## config.mk

```make
export PLATFORM = sky130hd
export DESIGN_NAME = per_capture_flat
export DESIGN_NICKNAME = d
export VERILOG_FILES = /design/src/rtl/per_capture_pkg.sv /design/src/rtl/per_capture_if.sv /design/src/rtl/per_capture_edge_sync.sv /design/src/rtl/per_capture.sv /design/src/flat_wrapper.sv
export SDC_FILE = /design/constraint.sdc
export NUM_CORES = 1
export LEC_CHECK = 0
export ABC_AREA = 1
export CORE_MARGIN = 2
export CORE_UTILIZATION = 50
export CTS_CLUSTER_SIZE = 20
export DETAILED_ROUTE_END_ITERATION = 16
export DONT_BUFFER_PORTS = 1
export PLACE_DENSITY_LB_ADDON = 0.25
export SETUP_SLACK_MARGIN = 0.15
export SYNTH_ARGS = -nofsm -noshare
export SYNTH_HDL_FRONTEND = slang
export SYNTH_SLANG_ARGS = --single-unit
```

## constraint.sdc

```tcl
create_clock -name clk -period 2.4 [get_ports clk]
set_input_delay 0.24 -clock clk [delete_from_list [all_inputs] [get_ports clk]]
set_output_delay 0.24 -clock clk [all_outputs]
set_load 0.01 [all_outputs]
```

## src/rtl/per_capture_pkg.sv

```systemverilog
// per_pkg: shared widths, limits and FSM state type for the period-capture slice
package per_pkg;
  localparam int PER_W = 9;
  localparam logic [PER_W-1:0] PER_MAX = 9'h1FF;
  typedef enum logic [1:0] {WAIT_FIRST, MEAS, OVF} per_state_t;
endpackage

```

## src/rtl/per_capture_if.sv

```systemverilog
// per_capture_if: measured signal, counter link and consumer handshake of per_capture
interface per_capture_if;
  import per_pkg::*;
  logic sig_in;
  logic [PER_W-1:0] period;
  logic rd;
  logic clr_period;
  logic [PER_W-1:0] per_val;
  logic per_rdy;
  logic ovfl;
  modport master(output sig_in, period, rd, input clr_period, per_val, per_rdy, ovfl);
  modport slave(input sig_in, period, rd, output clr_period, per_val, per_rdy, ovfl);
endinterface

```

## src/rtl/per_capture_edge_sync.sv

```systemverilog
// edge_sync: multi-flop synchronizer plus history flop producing a one-cycle rise pulse
module edge_sync #(
  parameter int STAGES = 2
) (
  input  logic clk,
  input  logic rst,
  input  logic d,
  output logic rise
);
  logic [STAGES-1:0] sync;
  logic hist;
  // vld marks how far genuine samples have travelled since reset, so the reset
  // zeros in the chain are never mistaken for a low level preceding a rise
  logic [STAGES:0] vld;
  // shift the input through the synchronizer and remember the previous output
  always_ff @(posedge clk or posedge rst)
    if (rst) begin
      sync <= '0;
      hist <= 1'b0;
      vld  <= '0;
    end else begin
      sync <= {sync[STAGES-2:0], d};
      hist <= sync[STAGES-1];
      vld  <= {vld[STAGES-1:0], 1'b1};
    end
  assign rise = sync[STAGES-1] & ~hist & vld[STAGES];
endmodule

```

## src/rtl/per_capture.sv

```systemverilog
// per_capture: edge-driven period capture FSM with ready/ack handshake and overflow flag
module per_capture
  import per_pkg::*;
#(
  parameter int SYNC_STAGES = 2
) (
  input logic clk,
  input logic rst,
  per_capture_if.slave bus
);
  per_state_t state;
  logic rise;
  logic [PER_W-1:0] per_val;
  logic per_rdy;
  logic ovfl;
  edge_sync #(.STAGES(SYNC_STAGES)) u_sync (
    .clk (clk),
    .rst (rst),
    .d   (bus.sig_in),
    .rise(rise)
  );
  // the counter is held cleared unless a measurement is running, and restarts on every edge
  always_comb bus.clr_period = (state != MEAS) | rise;
  assign bus.per_val = per_val;
  assign bus.per_rdy = per_rdy;
  assign bus.ovfl    = ovfl;
  // FSM plus capture/handshake registers; a capture after the rd clear wins on the same cycle
  always_ff @(posedge clk or posedge rst)
    if (rst) begin
      state   <= WAIT_FIRST;
      per_val <= '0;
      per_rdy <= 1'b0;
      ovfl    <= 1'b0;
    end else begin
      if (bus.rd) per_rdy <= 1'b0;
      case (state)
        WAIT_FIRST: if (rise) state <= MEAS;
        MEAS:
          if (rise && bus.period != PER_MAX) begin
            per_val <= bus.period + 9'd1;
            per_rdy <= 1'b1;
            ovfl    <= 1'b0;
          end else if (rise) ovfl <= 1'b1;
          else if (bus.period == PER_MAX) begin
            state <= OVF;
            ovfl  <= 1'b1;
          end
        OVF: if (rise) state <= MEAS;
        default: state <= WAIT_FIRST;
      endcase
    end
endmodule

```

## src/flat_wrapper.sv

```systemverilog
// flat-port wrapper written by rule: the top's interface ports become plain ports
module per_capture_flat import per_pkg::*;
#(
  parameter int SYNC_STAGES = 2
)
  (clk, rst, bus_sig_in, bus_period, bus_rd, bus_clr_period, bus_per_val, bus_per_rdy, bus_ovfl);
  per_capture_if bus_i ();
  input logic clk;
  input logic rst;
  input wire logic [$bits(bus_i.sig_in)-1:0] bus_sig_in;
  input wire logic [$bits(bus_i.period)-1:0] bus_period;
  input wire logic [$bits(bus_i.rd)-1:0] bus_rd;
  output wire logic [$bits(bus_i.clr_period)-1:0] bus_clr_period;
  output wire logic [$bits(bus_i.per_val)-1:0] bus_per_val;
  output wire logic [$bits(bus_i.per_rdy)-1:0] bus_per_rdy;
  output wire logic [$bits(bus_i.ovfl)-1:0] bus_ovfl;
  assign bus_i.sig_in = bus_sig_in;
  assign bus_i.period = bus_period;
  assign bus_i.rd = bus_rd;
  assign bus_clr_period = bus_i.clr_period;
  assign bus_per_val = bus_i.per_val;
  assign bus_per_rdy = bus_i.per_rdy;
  assign bus_ovfl = bus_i.ovfl;
  per_capture #(.SYNC_STAGES(SYNC_STAGES)) u_core (.clk(clk), .rst(rst), .bus(bus_i));
endmodule
```

==> results of run 1 <==
==> kinds of logic after synthesis <==
logic type / count (synthesis)
buffers and inverters: 14
XOR/XNOR: 2
flip-flops: 19
other: 1
AO/OA/AOI/OAI: 10
AND/OR/NAND/NOR: 48
adder cells (fa/ha/maj): 2
==> critical path: cells and delay by family, from the launching register on <==
family / cells / cell delay, ns
AND/OR/NAND/NOR: 2 / 0.17
buffers and inverters: 2 / 0.15
flip-flops: 1 / 0.41
==> cells in the final DEF (no fill, tap or decap) <==
cell type and n:
a21oi_1 1, conb_1 1, ha_1 2, o21ai_1 3, nand2_2 2, inv_1 10, inv_4 1, nand3_1 8
o21ai_0 3, xor2_1 1, inv_2 1, dfrtp_1 19, nor2_2 2, o21ai_2 2, nand2_1 29, dlygate4sd3_1 4
nand3_4 2, xnor2_1 1, nor3_4 1, clkinv_2 2, nor2_1 3, clkbuf_4 3, o21bai_1 1, nand2_4 1
==> routing by layer <==
metal	share of wire, %	track usage [%]	up-vias	routed length [µm]
li1	-	-	314	-
met1	41	20.9	293	630
met5	0	0	-	0
met3	4.7	3.92	5	71
met4	3.3	12.0	0	51
met2	51	27.8	14	772
==> report_power, final <==
part	switching (W)	total, W	internal, W
registers	0.0000466	0.000409	0.000363
logic	0.0000453	0.0000795	0.0000341
clock network	0.000106	0.000169	0.0000624
==> final cells by class <==
cell class / count / area, µm²
Tap cell: 25 / 31.3
Timing Repair Buffer: 4 / 40.0
Fill cell: 151 / 727
Multi-Input combinational cell: 63 / 354
Inverter: 13 / 52.6
Clock buffer: 3 / 22.5
Clock inverter: 1 / 5.00
Sequential cell: 19 / 475
==> timing repair <==
item / 4_1_cts / 5_1_grt
hold endpoints to repair: 22 / 0
gates resized for setup: 0 / 0
hold buffers: 4 / 0
buffers inserted: 0 / 0
==> final timing paths <==
check / startpoint / endpoint
setup reg to reg: u_core.state[1] / u_core.bus.per_val[6]
hold / removal: bus_period[5] / u_core.bus.per_val[5]
min in group asynchronous: rst / u_core.bus.per_val[1]
setup / recovery: u_core.state[1] / bus_clr_period
hold reg to reg: u_core.u_sync.sync[0] / u_core.u_sync.sync[1]
max in group asynchronous: rst / u_core.u_sync.sync[1]
==> flip-flops by register name, indices dropped and copies added (netlist names) <==
signal	cells
u_core.bus.per_val	9
u_core.u_sync.vld	3
u_core.bus.ovfl	1
u_core.u_sync.sync	2
u_core.state	2
u_core.u_sync.hist	1
u_core.bus.per_rdy	1
==> through the flow <==
stage	total power (W)	cell area [µm²]	hold WS [ns]	utilization, %
after floorplan	0.000475	893	0.191	-
after CTS	0.000664	981	0.100	57.4
after detailed placement	0.000492	913	0.271	53.5
final	0.000658	981	0.0984	57.4
after global placement	0.000490	913	0.271	53.5
after global routing	0.000689	981	0.123	57.4
==> impl_results.md, run 1 <==
- Total global-route track usage: 17.5%
- Root buffer selected by CTS: clkbuf_4
- Slew margin rel.: 54.6%
- Hold Crit Class: in -> reg
- R2R cell count: 5
- Peak VDD IR: roughly 400 µV
- Synth top cells by count: 29 x nand2_1, 19 x dfrtp_1, 10 x inv_1, 8 x nand3_1
- Global route total overflow: 0
- Initial Util: 52.3%
- # setup viols final: 0
- Sequential area share after synthesis: 53.2%
- RD Place Congestion: 0.758
- Compound-Gate Fraction of Synth Area: 6.72%
- Post-synthesis mux area share: 0%
- Dominant register cell in the synthesized netlist: dfrtp_1
- Worst Path Arrival: 1.04 ns
- Post-route antenna net violation count: 0
- Die span in y: 46.3 µm
- Hold Path Stages: 3
- 1st-pass router iterations: 4
- Die Width: between 40 and 50 µm
- Worst-Skew Late Latency: 0.31 ns
- TritonCTS buffer count: 3
- MaxCap Viol Count: 0
- Syn. warnings: 0
- Routed length per instance: about 12 µm
- Placed insts: 120
- Clk buf depth: 2
- Clock sinks: 19
- Non-Filler Instances: 128
- CP endpoint kind: output port
- Pwr/cell area: ~670 mW/mm²
- Max stage delay on crit path: roughly 0.4 ns
- Setup CP Type: reg -> out
- Share of cells above drive strength 1: 16.5%
- Register bit total from synthesis: 19
- Drt drc: 0
- WL final: around 1500 µm
- Largest family of logic cells by synthesized area: simple AND/OR/NAND/NOR gates
- Post-synth EDFFs: 0
- I/O pin count: 25
- Outcome: finished, final reports clean
- Worst-margin pin slew: 0.681 ns
- Setup_tns: 0 ns
- Final Hold Vio Count: 0
- Fmax: just under 0.8 GHz
- Slack of the critical path: 1.12 ns
- Pins Over Slew Limit: 0
- Syn_nets: around 110
- Worst-path fanout max: 4
- Startpoint Class: flop
- Die area: between 0.002 and 0.0025 mm²
- Num rows: 15
- Final worst path period share: about 53%
- Max H-tree Level: 1
- Routed vias: between 600 and 700
- Yosys cell types: 23
- Synth Area in XOR/XNOR: 1.96%
- Clock transition at path regs: 0.11 ns
- Vias per cell: 4.89
- CP required: 2.16 ns
- Port Buffer Count: 0
- DP Wirelength: 1160 µm
- Area share of the largest cell type after synthesis: 53.2%
- Avg Inst Size Synth: 9.31 µm²
- Synthesized instance count: 96
- Pre-CTS WS: 0.846 ns
- Setup slack, reg-to-reg: 1.34 ns
- Crit-path slowest cell: dfrtp_1
- Post-Synth Simple-Gate Area: 27.7%
- 1st-iter DRT viols: 13
- Global-route wire length before repair: 2500 µm
- Cell chain of the critical path: inv_2 -> nand2_4 -> inv_4 -> nand2_1
- Core Area: 0.00171 mm²
- CTS tree: done
- Asr flop ratio synth: 100%
- Inserted Diodes: 0
- Top post-synthesis cells by area: dfrtp_1 53%, nand2_1 12%, nand3_1 4.5%
- Area delta synth->final: 9.80%
- Final #Nets: ~120
- Top cell type by total area after synthesis: dfrtp_1
- Cell with the most instances after synthesis: nand2_1
- Number of global-route vias before repair: between 600 and 700
- Mapped cell area: 893 µm²
- Pin count of the biggest net entering global routing: 20
- Min Clock Period, post-route: 1.28 ns
- Unrepaired setup endpoints after global routing: false
- Pleak: 0.486 nW
- Synth Area in Adders: 2.80%
- Clock Skew: 0.00308 ns
- Initial antenna violation count: 0
Note: power is estimated with default switching activity, not from simulation.
==> run 2, diff against run 1 <==
==> constraint.sdc (replaced) <==
create_clock -name clk -period 1.3 [get_ports clk]
set_input_delay 0.13 -clock clk [delete_from_list [all_inputs] [get_ports clk]]
set_output_delay 0.13 -clock clk [all_outputs]
set_load 0.01 [all_outputs]
==> run 2 against run 1 <==
Sequential share of layout area decreased by 1.3 points; sequential cell count stayed put; clock skew increased by 0.0036 ns; sequential power is 85% higher; critical path depth unchanged; cell count increased by 0.78%; global-route usage shrank 3.1 points; combinational power rose by 94%; hold slack worse by 0.082 ns; cell area is 2.8% higher.
==> impl_results.md, run 2 (synthesis gave the netlist of run 1 again) <==
- Regs by FF count: u_core.bus.per_val (9), u_core.u_sync.vld (3)
- Number of global-route vias before repair: between 500 and 600
- Global-route wire length before repair: 2170 µm
- Hold Crit Class: in -> reg
- Largest register FFs: 9
- Hold Path Stages: 3
- TritonCTS buffer count: 3
- Final Hold Vio Count: 0
- R2R cell count: 6
- Commonest non-fill, non-tap cell in the layout: nand2_1
- Sequential cell area: 475 µm²
- Bufs and invs on worst path: 2
- CP top delay family: flip-flops
- Crit-path slowest cell: dfrtp_1
- Fillers: 155
- Pins Over Slew Limit: 0
- Fmax: 0.892 GHz
- CP required: 1.17 ns
- Die span in y: 46.3 µm
- Global route total overflow: 0
- Die Width: 46.3 µm
- Pre-CTS WS: -0.00774 ns
- Cell chain of the critical path: inv_2 -> nand2_4 -> inv_4 -> nand2_1
- CP endpoint kind: output port
- Max H-tree Level: 1
- # setup viols final: 0
- Initial antenna violation count: 0
- Switching Share: 28.7%
- Biggest register: u_core.bus.per_val
- Clock transition at path regs: 0.10 ns
- Die area: 0.00214 mm²
- Inserted Diodes: 0
- Unrepaired setup endpoints after global routing: true
- Clock Power Share: 23.6%
- Initial Util: between 50% and 60%
- Routed vias: 601
- MaxCap Viol Count: 0
- Min Clock Period, post-route: 1.12 ns
- Multi-input gate area: 374 µm²
- Clk buf depth: 2
- Slack of the critical path: 0.179 ns
- Routed length per instance: between 10 and 15 µm
- Pin count of the biggest net entering global routing: 20
- Final #Nets: 120
- Pleak: 0.487 nW
- Worst-Skew Late Latency: 0.29 ns
- Root buffer selected by CTS: clkbuf_4
- Worst-path fanout max: 4
- Startpoint Class: flop
- Share of cells above drive strength 1: 22.1%
- Port Buffer Count: 0
- Outcome: finished, final reports clean
- Int Pwr: ~0.00085 W
- Logic pwr share: 12.9%
- DP Wirelength: ~1200 µm
- RD Place Congestion: 0.752
- Num rows: 15
- Net switching power: 0.000343 W
- Worst Path Arrival: 0.99 ns
- Setup CP Type: reg -> out
- Max stage delay on crit path: 0.40 ns
- Pwr/cell area: 1180 mW/mm²
- Area delta synth->final: 12.9%
- I/O pin count: 25
- Non-Filler Instances: 129
- 1st-iter DRT viols: 12
- Commonest cells after routing, fill and taps aside: 29 x nand2_1, 19 x dfrtp_1, 8 x inv_1
- Post-route antenna net violation count: 0
- Drt drc: 0
- Clock Skew: approximately 0.0066 ns
- Total power draw: 0.00119 W
- Number of stages on the worst setup path: 4
- Core Area: 0.00171 mm²
- WL final: 1490 µm
- Clock sinks: 19
- Total global-route track usage: 14.4%
- Vias per cell: 4.66
- CTS tree: done
- 1st-pass router iterations: 4
- Sequential power share: 63.5%
- Peak VDD IR: 452 µV
- Placed insts: 121
- Final worst path period share: 86.3%
==> run 2: final timing paths <==
kind | startpoint | end | slack (ns)
min | bus_period[5] | u_core.bus.per_val[5] | 0.02
max reg2reg | u_core.u_sync.hist | u_core.bus.per_val[0] | 0.22
min in group asynchronous | rst | u_core.u_sync.sync[1] | 0.31
min reg2reg | u_core.u_sync.vld[1] | u_core.u_sync.vld[2] | 0.36
max | u_core.state[1] | bus_clr_period | 0.18
max in group asynchronous | rst | u_core.bus.per_val[3] | 0.79
==> run 2: worst min-delay path: cells and delay by family <==
| family | cells | cell delay [ns] |
|---|---|---|
| simple gates | 3 | 0.14 |
==> run 2: power by group through the flow <==
stage / clock network, W / logic, W / registers (W)
finish: 0.000282 / 0.000154 / 0.000758
global route: 0.000315 / 0.000176 / 0.000768
CTS: 0.000294 / 0.000156 / 0.000760
detailed placement: 0 / 0.000145 / 0.000771
global placement: 0 / 0.000142 / 0.000770
floorplan: 0 / 0.000123 / 0.000755
==> run 2: routing by layer <==
metal  vias to the layer above  global-route usage [%]  share of wire (%)
met5                         -                       0                  0
met1                       264                    20.8                 47
met4                         0                    5.14                1.1
met3                         2                    4.71                8.3
li1                        312                       -                  -
met2                        23                    20.0                 44
==> run 2: stage by stage <==
stage / setup TNS (ns) / util, % / hold WS [ns] / area, µm²
after global routing: 0 / 59.0 / 0.0247 / 1010
after floorplan: 0 / - / 0.0811 / 913
final: 0 / 59.0 / 0.0164 / 1010
after CTS: 0 / 59.0 / 0.0164 / 1010
after global placement: 0 / 55.1 / 0.0543 / 941
after detailed placement: -0.00774 / 55.1 / 0.0533 / 941
==> run 2: timing repair <==
item,in CTS,in global routing
setup buffers,0,0
gates resized for setup,0,1
hold endpoints to repair,22,0
setup endpoints to repair,0,6
hold buffers,4,0
==> run 2: cell type report <==
class                      instances  area share [%]
sequential                        19            47.1
clock inverter                     1           0.496
clock buffer                       3            2.23
multi-input combinational         63            37.1
inverter                          13            5.21
timing repair buffer               5            4.71
tap                               25            3.10
